$ cat config.mk
export PLATFORM = sky130hd
export DESIGN_NAME = i281_run_controller
export DESIGN_NICKNAME = d
export VERILOG_FILES = /design/src/rtl/i281_pkg.sv /design/src/rtl/i281_sat_counter.sv /design/src/rtl/i281_run_controller.sv
export SDC_FILE = /design/constraint.sdc
export NUM_CORES = 1
export LEC_CHECK = 0
export CORE_UTILIZATION = 45
export DETAILED_ROUTE_END_ITERATION = 6
export PLACE_DENSITY = 0.77
export RECOVER_POWER = 50
export SYNTH_ARGS = -nofsm -noshare
export SYNTH_HDL_FRONTEND = slang
export SYNTH_SLANG_ARGS = --single-unit
export TNS_END_PERCENT = 10
$ cat constraint.sdc
create_clock -name clock -period 3.3 [get_ports clock]
set_input_delay 0.66 -clock clock [delete_from_list [all_inputs] [get_ports clock]]
set_output_delay 0.66 -clock clock [all_outputs]
set_load 0.02 [all_outputs]
$ cat src/rtl/i281_pkg.sv
// rtl/i281_pkg.sv - shared i281 control-FSM codes, opcodes and run-controller states
package i281_pkg;

   // Control-FSM state codes; IF is the instruction boundary
   localparam logic [4:0] ST_IF        = 5'd0;
   localparam logic [4:0] ST_ID        = 5'd1;
   localparam logic [4:0] ST_EX_ALU    = 5'd2;
   localparam logic [4:0] ST_WB_ALU    = 5'd3;
   localparam logic [4:0] ST_EX_ALUI   = 5'd4;
   localparam logic [4:0] ST_WB_ALUI   = 5'd5;
   localparam logic [4:0] ST_EX_ADDR   = 5'd6;
   localparam logic [4:0] ST_MEM_READ  = 5'd7;
   localparam logic [4:0] ST_WB_LOAD   = 5'd8;
   localparam logic [4:0] ST_EX_ADDRF  = 5'd9;
   localparam logic [4:0] ST_MEM_WRITE = 5'd10;
   localparam logic [4:0] ST_EX_LOADI  = 5'd11;
   localparam logic [4:0] ST_EX_MOVE   = 5'd12;
   localparam logic [4:0] ST_EX_SHIFT  = 5'd13;
   localparam logic [4:0] ST_EX_CMP    = 5'd14;
   localparam logic [4:0] ST_EX_JUMP   = 5'd15;
   localparam logic [4:0] ST_EX_BRANCH = 5'd16;
   localparam logic [4:0] ST_EX_INPUT  = 5'd17;
   localparam logic [4:0] ST_EX_NOOP   = 5'd18;
   localparam logic [4:0] ST_LR        = 5'd19;

   localparam logic [3:0] OP_NOOP   = 4'h0;
   localparam logic [3:0] OP_INPUTC = 4'h1;
   localparam logic [3:0] OP_MOVE   = 4'h2;
   localparam logic [3:0] OP_LOADI  = 4'h3;
   localparam logic [3:0] OP_ADD    = 4'h4;
   localparam logic [3:0] OP_ADDI   = 4'h5;
   localparam logic [3:0] OP_SUB    = 4'h6;
   localparam logic [3:0] OP_SUBI   = 4'h7;
   localparam logic [3:0] OP_LOAD   = 4'h8;
   localparam logic [3:0] OP_LOADF  = 4'h9;
   localparam logic [3:0] OP_STORE  = 4'hA;
   localparam logic [3:0] OP_STOREF = 4'hB;
   localparam logic [3:0] OP_SHIFT  = 4'hC;
   localparam logic [3:0] OP_CMP    = 4'hD;
   localparam logic [3:0] OP_JUMP   = 4'hE;
   localparam logic [3:0] OP_BRANCH = 4'hF;

   typedef enum logic [2:0] {
      CTRL_IDLE  = 3'd0,
      CTRL_RUN   = 3'd1,
      CTRL_STEP  = 3'd2,
      CTRL_BREAK = 3'd3,
      CTRL_DONE  = 3'd4
   } ctrl_state_e;

endpackage

$ cat src/rtl/i281_sat_counter.sv
// rtl/i281_sat_counter.sv - enabled up-counter with synchronous clear that holds at all-ones
module i281_sat_counter #(
   parameter int CNT_W = 16
) (
   input  logic             clock,
   input  logic             clr,
   input  logic             en,
   output logic [CNT_W-1:0] count
);

   logic [CNT_W-1:0] count_q, count_d;

   always_comb begin
      count_d = count_q;
      if (clr) begin
         count_d = '0;
      end else if (en && (count_q != '1)) begin
         count_d = count_q + 1'b1;
      end
   end

   always_ff @(posedge clock) begin
      count_q <= count_d;
   end

   assign count = count_q;

endmodule

$ cat src/rtl/i281_run_controller.sv
// rtl/i281_run_controller.sv - run/step/breakpoint/watchdog sequencer producing the core advance enable
module i281_run_controller
   import i281_pkg::*;
#(
   parameter int               PC_W       = 6,
   parameter int               STATE_W    = 5,
   parameter int               CNT_W      = 16,
   parameter logic [CNT_W-1:0] MAX_CYCLES = 16'd50000
) (
   input  logic               clock,
   input  logic               reset,
   input  logic               run,
   input  logic               step,
   input  logic               bp_en,
   input  logic [PC_W-1:0]    bp_addr,
   input  logic [PC_W-1:0]    pc,
   input  logic [STATE_W-1:0] cpu_state,
   output logic               cpu_en,
   output logic [2:0]         ctrl_state,
   output logic               at_break,
   output logic               timeout,
   output logic [CNT_W-1:0]   cycle_count,
   output logic [CNT_W-1:0]   instr_count
);

   localparam logic [CNT_W-1:0] WD_LAST = MAX_CYCLES - 1'b1;
   localparam bit               WD_ON   = (MAX_CYCLES != '0);

   ctrl_state_e state_q, state_d;
   logic        skip_bp_q, skip_bp_d;
   logic        first_if_q, first_if_d;
   logic        at_break_q, at_break_d;
   logic        timeout_q, timeout_d;
   logic        bnd, bp_hit, wd_fire;

   assign bnd    = (cpu_state == STATE_W'(ST_IF));
   assign bp_hit = bp_en && bnd && (pc == bp_addr) && !skip_bp_q;

   always_comb begin
      cpu_en     = 1'b0;
      wd_fire    = 1'b0;
      state_d    = state_q;
      skip_bp_d  = skip_bp_q;
      first_if_d = first_if_q;
      case (state_q)
         CTRL_IDLE: begin
            if (run) begin
               state_d   = CTRL_RUN;
               skip_bp_d = 1'b1;
            end else if (step) begin
               state_d    = CTRL_STEP;
               skip_bp_d  = 1'b1;
               first_if_d = 1'b0;
            end
         end
         CTRL_RUN: begin
            // run is only honoured at an instruction boundary
            cpu_en = !(bnd && (bp_hit || !run));
            if (bp_hit) begin
               state_d = CTRL_BREAK;
            end else if (bnd && !run) begin
               state_d = CTRL_IDLE;
            end
         end
         CTRL_STEP: begin
            cpu_en = !(bnd && first_if_q);
            if (bnd && first_if_q) begin
               state_d = CTRL_IDLE;
            end else if (bnd) begin
               first_if_d = 1'b1;
            end
         end
         CTRL_BREAK: begin
            if (step) begin
               state_d    = CTRL_STEP;
               skip_bp_d  = 1'b1;
               first_if_d = 1'b0;
            end else if (!run) begin
               state_d = CTRL_IDLE;
            end
         end
         CTRL_DONE: begin
            state_d = CTRL_DONE;
         end
         default: begin
            state_d = CTRL_IDLE;
         end
      endcase

      // the instruction sitting under a breakpoint runs once on resume
      if (cpu_en && bnd) begin
         skip_bp_d = 1'b0;
      end

      wd_fire = WD_ON && cpu_en && (cycle_count == WD_LAST);
      if (wd_fire) begin
         state_d = CTRL_DONE;
      end

      at_break_d = (state_d == CTRL_BREAK);
      timeout_d  = (state_d == CTRL_DONE);
   end

   always_ff @(posedge clock) begin
      if (reset) begin
         state_q    <= CTRL_IDLE;
         skip_bp_q  <= 1'b0;
         first_if_q <= 1'b0;
         at_break_q <= 1'b0;
         timeout_q  <= 1'b0;
      end else begin
         state_q    <= state_d;
         skip_bp_q  <= skip_bp_d;
         first_if_q <= first_if_d;
         at_break_q <= at_break_d;
         timeout_q  <= timeout_d;
      end
   end

   i281_sat_counter #(.CNT_W(CNT_W)) u_cycle_cnt (
      .clock (clock),
      .clr   (reset),
      .en    (cpu_en),
      .count (cycle_count)
   );

   i281_sat_counter #(.CNT_W(CNT_W)) u_instr_cnt (
      .clock (clock),
      .clr   (reset),
      .en    (cpu_en && bnd),
      .count (instr_count)
   );

   assign ctrl_state = state_q;
   assign at_break   = at_break_q;
   assign timeout    = timeout_q;

endmodule

=== Yosys cells after proc, flatten, opt, wreduce, memory -nomap -nowiden ===
Index checks and enable logic that the tools add are counted.

* Bits in registers: 39
* Bits of input ports: 22
* Output and inout bits: 38
* Word-level logic and storage cells: 61

* Add/subtract/negate cells: 2
* Equality and inequality tests: 13
* Multiplexer cells: 18
* Reductions and logical operators: 21

{| class="wikitable"
|+ Operator list
! operator !! count
|-
| $add 16x1->16 const B || 2
|-
| $ne 16x16->1 const B || 2
|-
| $mux 3 || 8
|-
| $eq 16x16->1 const B || 1
|-
| $pmux 3 s5 || 1
|-
| $logic_and 1x1->1 || 10
|-
| $eq 3x2->1 const B || 3
|-
| $eq 3x3->1 const B || 2
|-
| $eq 6x6->1 || 1
|-
| $mux 1 || 6
|-
| $ne 2x2->1 const B || 3
|-
| $logic_not 5->1 || 1
|-
| $logic_not 1->1 || 4
|-
| $pmux 1 s2 || 2
|-
| $reduce_and 4->1 || 1
|-
| $eq 3x1->1 const B || 1
|-
| $logic_not 3->1 || 1
|-
| $pmux 1 s3 || 1
|-
| $reduce_bool 3->1 || 1
|-
| $reduce_bool 2->1 || 1
|-
| $reduce_or 2->1 || 1
|-
| $logic_or 1x1->1 || 1
|}

=== Logic depth before layout (Yosys ltp) ===
* Word-level depth: 11
* Mapped depth: 9
* Depth with buffers taken out: 7

=== Hierarchy ===
From an unflattened synthesis, not the netlist that was laid out.

* Cell total of the unflattened synthesis: 267
* Area, all modules: 2249.7 sq um

{| class="wikitable"
|+ By module, submodules not included
! module !! instances !! cells an instance !! area an instance (sq um) !! seq. area each (sq um)
|-
| i281_sat_counter || 2 || 99 || 848.3 || 320.3
|-
| i281_run_controller || 1 || 69 || 553.0 || 140.1
|}

=== Worst setup path before layout ===
OpenSTA, ideal clock, no wires.

* Path kind: in2out
* Start point: in cpu_state[0]
* End point: out cpu_en
* Data arrival time: 2.285 ns
* Data required time: 2.640 ns
* Slack: 0.355 ns
* Cell stages on the path: 5
* Buffers on the path: 1
* Cell sequence: or4_4 or2_0 buf_2 nor4_2 nor2_1

* Cells in the longest elaborated chain, start to end: 8
* Elaborated cells on any way between the ends: 10
* Classes of those cells: mux: 1; reduce/logical: 9

{| class="wikitable"
|+ RTL lines
! item !! RTL line !! RTL
|-
| start: declaration || i281_run_controller.sv:17 || <nowiki>input logic [STATE_W-1:0] cpu_state,</nowiki>
|-
| $logic_not 5->1 * || i281_run_controller.sv:36 || <nowiki>assign bnd = (cpu_state == STATE_W'(ST_IF));</nowiki>
|-
| $logic_and 1x1->1 (3 in a row) || i281_run_controller.sv:37 || <nowiki>assign bp_hit = bp_en && bnd && (pc == bp_addr) && !skip_bp_q;</nowiki>
|-
| $logic_or 1x1->1 || i281_run_controller.sv:58 || <nowiki>cpu_en = !(bnd && (bp_hit || !run));</nowiki>
|-
| $logic_and 1x1->1 || i281_run_controller.sv:58 ||
|-
| $logic_not 1->1 || i281_run_controller.sv:58 ||
|-
| $pmux 1 s2 * || i281_run_controller.sv:45 || <nowiki>case (state_q)</nowiki>
|-
| end: declaration || i281_run_controller.sv:18 || <nowiki>output logic cpu_en,</nowiki>
|}

Every way passes the cells marked *; elsewhere a longest branch is shown, timed or not.

=== Final worst setup path ===
Ends and elaborated chain as after synthesis.

==> metrics.yaml <==
status: "finished, final reports clean"
grt_pass1_wl_mm: 8.44
nets: 345
met2_usage: 0.345
rr_endpoint: "u_instr_cnt.count[15]"
cts_sinks: 39
grt_overflow_total: 0
ir_worst_vdd_mv: 0.213
slew_violations: 0
synthXorXnorAreaFrac: 0.0986
grt_max_degree: 33
setup_violations: 0
critPathArrivalTime_ns: 2.48
antennaDiodeCount: 0
cts_buffer_depth: 2
cp.required_ns: 2.64
antenna_found_initial: 0
ioPinCount: 60
syn2layout_area_growth_pct: 37.9
cts_buffers: 5
core_area_sq_mm: 0.00435
crit_chain: "clkdlybuf4s50_1 > or4_4 > or2_0 > nor4_2 > nor2_1 > dlygate4sd2_1"
hold_depth: 2
sw_frac_of_total: 0.251
vias_per_cell: 5.60
min_from: "first_if_q"
die_x_microns: 69.4
hold_viol_final: 0
synth_compound_area_frac: 0.145
clock-root-buffer: "clkbuf_8"
synthAdderAreaFrac: 0.0122
cp_max_fo: 2
drc: 0
rsz0062_at_grt: "false"
critPathMaxStageDelay_ns: 0.53
rows: 24
async_flop_share: 0
met1_usage: 0.284
io_buffers: 59
die_h_microns: 69.4
post_drt_wl_per_cell_microns: 13.4
cts_tree: "done"
layout_min_cycle_time_ns: 3.14
min_period_over_period: 0.953
via_count: 2085
synth_seq_cells: 39
grt-busiest-layer: "met2"
cp_slowest_cell: "or4_4"
cp-start-kind: "input pin"
comb_power_share: 0.151
ys_warn_count: 0
drive_above_1_share: 0.0813
p_int_uw: 688
use_met3: 0.0509
dp.cells: 366
final_cell_mix: "39 x dfxtp_1, 37 x dlygate4sd3_1, 33 x nor2_1"
seqPwrFrac: 0.535
synth_top_family_by_area: "simple AND/OR/NAND/NOR gates"
timing.rr.start: "ctrl_state[0]"
ctsHtreeMaxLevel: 2
syn-mean-instance-area_sq_um: 8.08
dr.pass1.iters: 4
dp_hpwl_mm: 3.71
dieArea_sq_mm: 0.00481
finalWorstSetupSlack_ns: 0.156
clk_latency_ns: 0.28
switchingPower_uw: 230
clkPwrFrac: 0.315
fmax_mhz: 318
path_clk_slew_ns: 0.07
yosysSeqAreaShare: 0.382
start_util: 0.469
synthMuxAreaShare: 0.0104
fin_total_pwr_uw: 918
worst_pin_slew_ns: 0.649
pre_cts_ws_ns: -0.213
crit_path_end_kind: "output port"
relSlewSlack: 0.567
reg2regPathDepth: 7
whs_endpoint: "first_if_q"
leakagePower_nw: 1.07
syn-num-nets: 277
drt-total-wl_mm: 4.97
min_path_type: "reg2reg"
finClkSkew_ns: 0.00662
drt_iter0_drc: 118
track_usage: 0.214
crit_type: "in2out"
place_congestion: 0.870
post_cts_buffers: 0
layout_commonest_cell: "dfxtp_1"
maxCapViolations: 0
syn_area_sq_mm: 0.00204
netlist_instances: 253
grt_pass1_vias: 1845
cts_hold_buf: 0
synth_edf_count: 0
p_per_area_mw_per_mm2: 326
synth_flop_cell: "dfxtp_1"
r2r_setup_slack_ns: 0.62
ys_types: 45
antenna_left: 0
final_cells: 372
yosys.area_share.simple: 0.314
==> how the worst max path moves through the flow <==
stage,from,to
2_1_floorplan,cpu_state[0],cpu_en
3_3_place_gp,cpu_state[0],cpu_en
3_5_place_dp,cpu_state[0],cpu_en
4_1_cts,cpu_state[0],cpu_en
5_1_grt,cpu_state[0],cpu_en
6_report,cpu_state[0],cpu_en
==> cells by family after synthesis <==
kind of cell | count (synthesis)
and+or+nand+nor | 122
muxes | 2
adders and majority gates | 2
DFF | 39
xor gates and xnor gates | 23
buffers and inverters | 18
AOI/OAI and AO/OA | 47
==> per-layer routing <==
metal  vias to the layer above  share of wire
met5                         -              0
met4                         0         0.0074
met3                         4          0.060
met2                        65           0.46
met1                       961           0.47
li1                       1055              -
==> sequential cells by signal (all words and copies together), names as in the netlist <==
name / count
timeout: 1
u_instr_cnt.count: 16
skip_bp_q: 1
u_cycle_cnt.count: 16
ctrl_state: 3
at_break: 1
first_if_q: 1
==> stage by stage <==
step	hold WS (ns)	TNS (ns)	area, sq um	utilization
floorplan	0.462	0	2040	-
global placement	0.489	-0.244	2750	0.630
detailed placement	0.501	-0.293	2750	0.630
CTS	0.513	0	2820	0.647
global route	0.543	0	2820	0.647
finish	0.513	0	2820	0.647
==> synthesized netlist by cell type, types with 3 or more instances <==
cell / number / share of area
xor2_1: 10 / 0.043
or2_2: 3 / 0.0092
clkbuf_1: 6 / 0.011
nor3_1: 4 / 0.0098
xnor2_1: 13 / 0.056
inv_1: 7 / 0.013
nand3_1: 17 / 0.042
a31oi_1: 3 / 0.0092
dfxtp_1: 39 / 0.38
o21ai_0: 11 / 0.027
nor4_1: 8 / 0.024
or4_1: 4 / 0.015
nand4_1: 10 / 0.031
nand2_1: 16 / 0.029
a21oi_1: 18 / 0.044
a211oi_1: 3 / 0.011
and3_1: 7 / 0.021
nor2_1: 33 / 0.061
or3_1: 9 / 0.028
==> cell type report <==
class                      count  area [sq um]
tap                           52          65.1
clock buffer                   6          72.6
fill                         391          1540
inverter                       7          26.3
sequential                    39           781
multi-input combinational    196          1190
timing repair buffer          72           683
==> critical path: cells and delay by family <==
| family | cells | cell delay, ns |
|---|---|---|
| simple gates | 4 | 1.08 |
| buf+inv | 2 | 0.74 |
==> power groups by stage <==
stage | combinational [mW] | clock, mW | sequential, mW
final | 0.138 | 0.289 | 0.491
after global routing | 0.151 | 0.317 | 0.492
after CTS | 0.141 | 0.298 | 0.491
after detailed placement | 0.141 | 0 | 0.502
after global placement | 0.139 | 0 | 0.502
after floorplan | 0.0728 | 0 | 0.505
==> what timing repair did <==
action | CTS | global route
resized for setup | 1 | 1
pin swaps | 0 | 1
endpoints found under the setup margin | 1 | 1
(Power assumes the default switching activity.)
==> RTL edit, RTL diff (config.mk and constraints unchanged) <==
Set the parameter `MAX_CYCLES` to 16'd37500 (it was 16'd50000).
--- a/src/rtl/i281_run_controller.sv
+++ b/src/rtl/i281_run_controller.sv
@@ -5,7 +5,7 @@
    parameter int               PC_W       = 6,
    parameter int               STATE_W    = 5,
    parameter int               CNT_W      = 16,
-   parameter logic [CNT_W-1:0] MAX_CYCLES = 16'd50000
+   parameter logic [CNT_W-1:0] MAX_CYCLES = 16'd37500
 ) (
    input  logic               clock,
    input  logic               reset,
Function: no difference found for any inputs over 10 cycles, from zero or initial values and one cycle with reset high; that may be too few to reach the edited logic, so the function may still have changed.
==> RTL edit against the unedited design <==
Routed wire length grew 7.6%; via count increased by 2.4%; design area grew 5.2%; highest routed layer unchanged; largest power group unchanged; register-to-register slack gained 0.34 ns; sequential cell count unchanged; power increased by 9.6%; count of clock-buffer cells in the layout is the same; sequential share of layout area down 1.4 points; first-iteration DRC count rose by 18%; synthesized area up 6.9%; cell count up 0.54%; worst setup slack gained 0.26 ns; clock skew increased by 0.00077 ns.
==> RTL edit: results <==
group,metric,value,unit
final_layout,final_nets,346,
cts,clockBufferDepth,2,
sta,tightest_slew,0.896,ns
route,drtPass1Iterations,4,
synth,synthTopCellsByArea,"dfxtp_1, xnor2_1, nor2_1",
synth,yosys_warnings,0,
synth,synth.distinct_cells,47,
synth,synthTopCellsByCount,"dfxtp_1, nor2_1, xnor2_1",
route,drt_wl_total,5.35,mm
placement,gp_routability_congestion,0.824,
global_route,grt_pass1_wl,9.03,mm
route,initialDrtViolationCount,139,
worst_setup_path,max_stage_delay,0.44,ns
global_route,grt_max_degree,26,
global_route,antenna_found_initial,0,
final_layout,diodes,0,
sta,fin_worst_skew,0.00739,ns
cts,htree_num_levels,2,
global_route,grt_usage,21.9,%
global_route,grt_pass1_vias,1993,
synth,synth_nets,282,
pwr,clock_power_share,37.8,%
global_route,grtUsageMet3,6.19,%
global_route,grtUsageMet1,28.0,%
cts,hold_buffers,0,
cts,clk_latency,0.29,ns
synth,ys_seq_area_share,35.8,%
worst_hold_path,hold_class,"register to register",
cts,post-cts-setup-buffers,0,
global_route,gr-usage-met2,36.0,%
cts,cts_root_buf,"clkbuf_8",
final_layout,drive_gt1_share,9.32,%
route,met1_length,2.42,mm
route,highest_layer,"met4",
cts,path_clk_slew,0.07,ns
cts,cts_buffers,5,
pwr,p_switching,0.241,mW
placement,io_buffers,59,
route,wl_met2,2.48,mm
synth,async_reset_ff_share,0,%
placement,place_hpwl,3.94,mm
worst_setup_path,arrival,2.22,ns
route,dr_total_vias,2135,
worst_setup_path,cp_slowest_cell,"clkdlybuf4s50_1",
cts,post_cts_resized,0,
worst_setup_path,cp_max_fo,5,
pwr,powerSeq,0.488,mW
pwr,irDropWorstVdd,0.278,mV
run_status,status,"finished clean",
route,met3_length,381,um
pwr,p_leak,1.14,nW
==> RTL edit: stage by stage <==
stage | power, mW | cell area [sq um] | worst slack [ns] | instances | hold WS [ns]
final | 1.01 | 2960 | 0.421 | 374 | 0.497
after global routing | 1.05 | 2960 | 0.334 | 374 | 0.516
after CTS | 1.02 | 2960 | 0.0437 | 374 | 0.502
after detailed placement | 0.640 | 2860 | 0.0725 | 367 | 0.490
after global placement | 0.637 | 2860 | 0.0932 | 367 | 0.479
after floorplan | 0.573 | 2180 | 0.801 | 258 | 0.458
==> RTL edit: kinds of logic (layout without fill, tap and decap cells) <==
kind of cell / count (synthesis) / after routing / share of synthesized area (%)
fa+ha+maj: 2 / 2 / 1.15
xor+xnor: 25 / 25 / 10.0
compound gates: 42 / 42 / 13.4
mux: 3 / 3 / 1.49
flops: 39 / 39 / 35.8
simple gates: 130 / 130 / 34.7
buf+inv: 17 / 81 / 3.55
==> RTL edit: final cells by class <==
cell class	instances	area (sq um)
clock buffers	6	72.6
clock inverters	1	30.0
fillers	395	1540
inverters	4	15.0
multi-input cells	202	1330
flip-flops and latches	39	781
well taps	52	65.1
repair buffers	70	676
==> RTL edit: worst max-delay path: cells and delay by family <==
family	cells	cell delay, ns
simple gates	4	0.90
buf+inv	2	0.66
==> RTL edit: path summary, 6_finish.rpt <==
check / startpoint / endpoint / slack, ns / cells past startpoint
min reg2reg: first_if_q$_SDFFE_PP0P_ / first_if_q$_SDFFE_PP0P_ / 0.50 / 2
max: cpu_state[0] / cpu_en / 0.42 / 6
max reg2reg: ctrl_state[1]$_SDFF_PP0_ / u_instr_cnt.count[10]$_SDFFE_PP0P_ / 0.96 / 6
min: first_if_q$_SDFFE_PP0P_ / first_if_q$_SDFFE_PP0P_ / 0.50 / 2
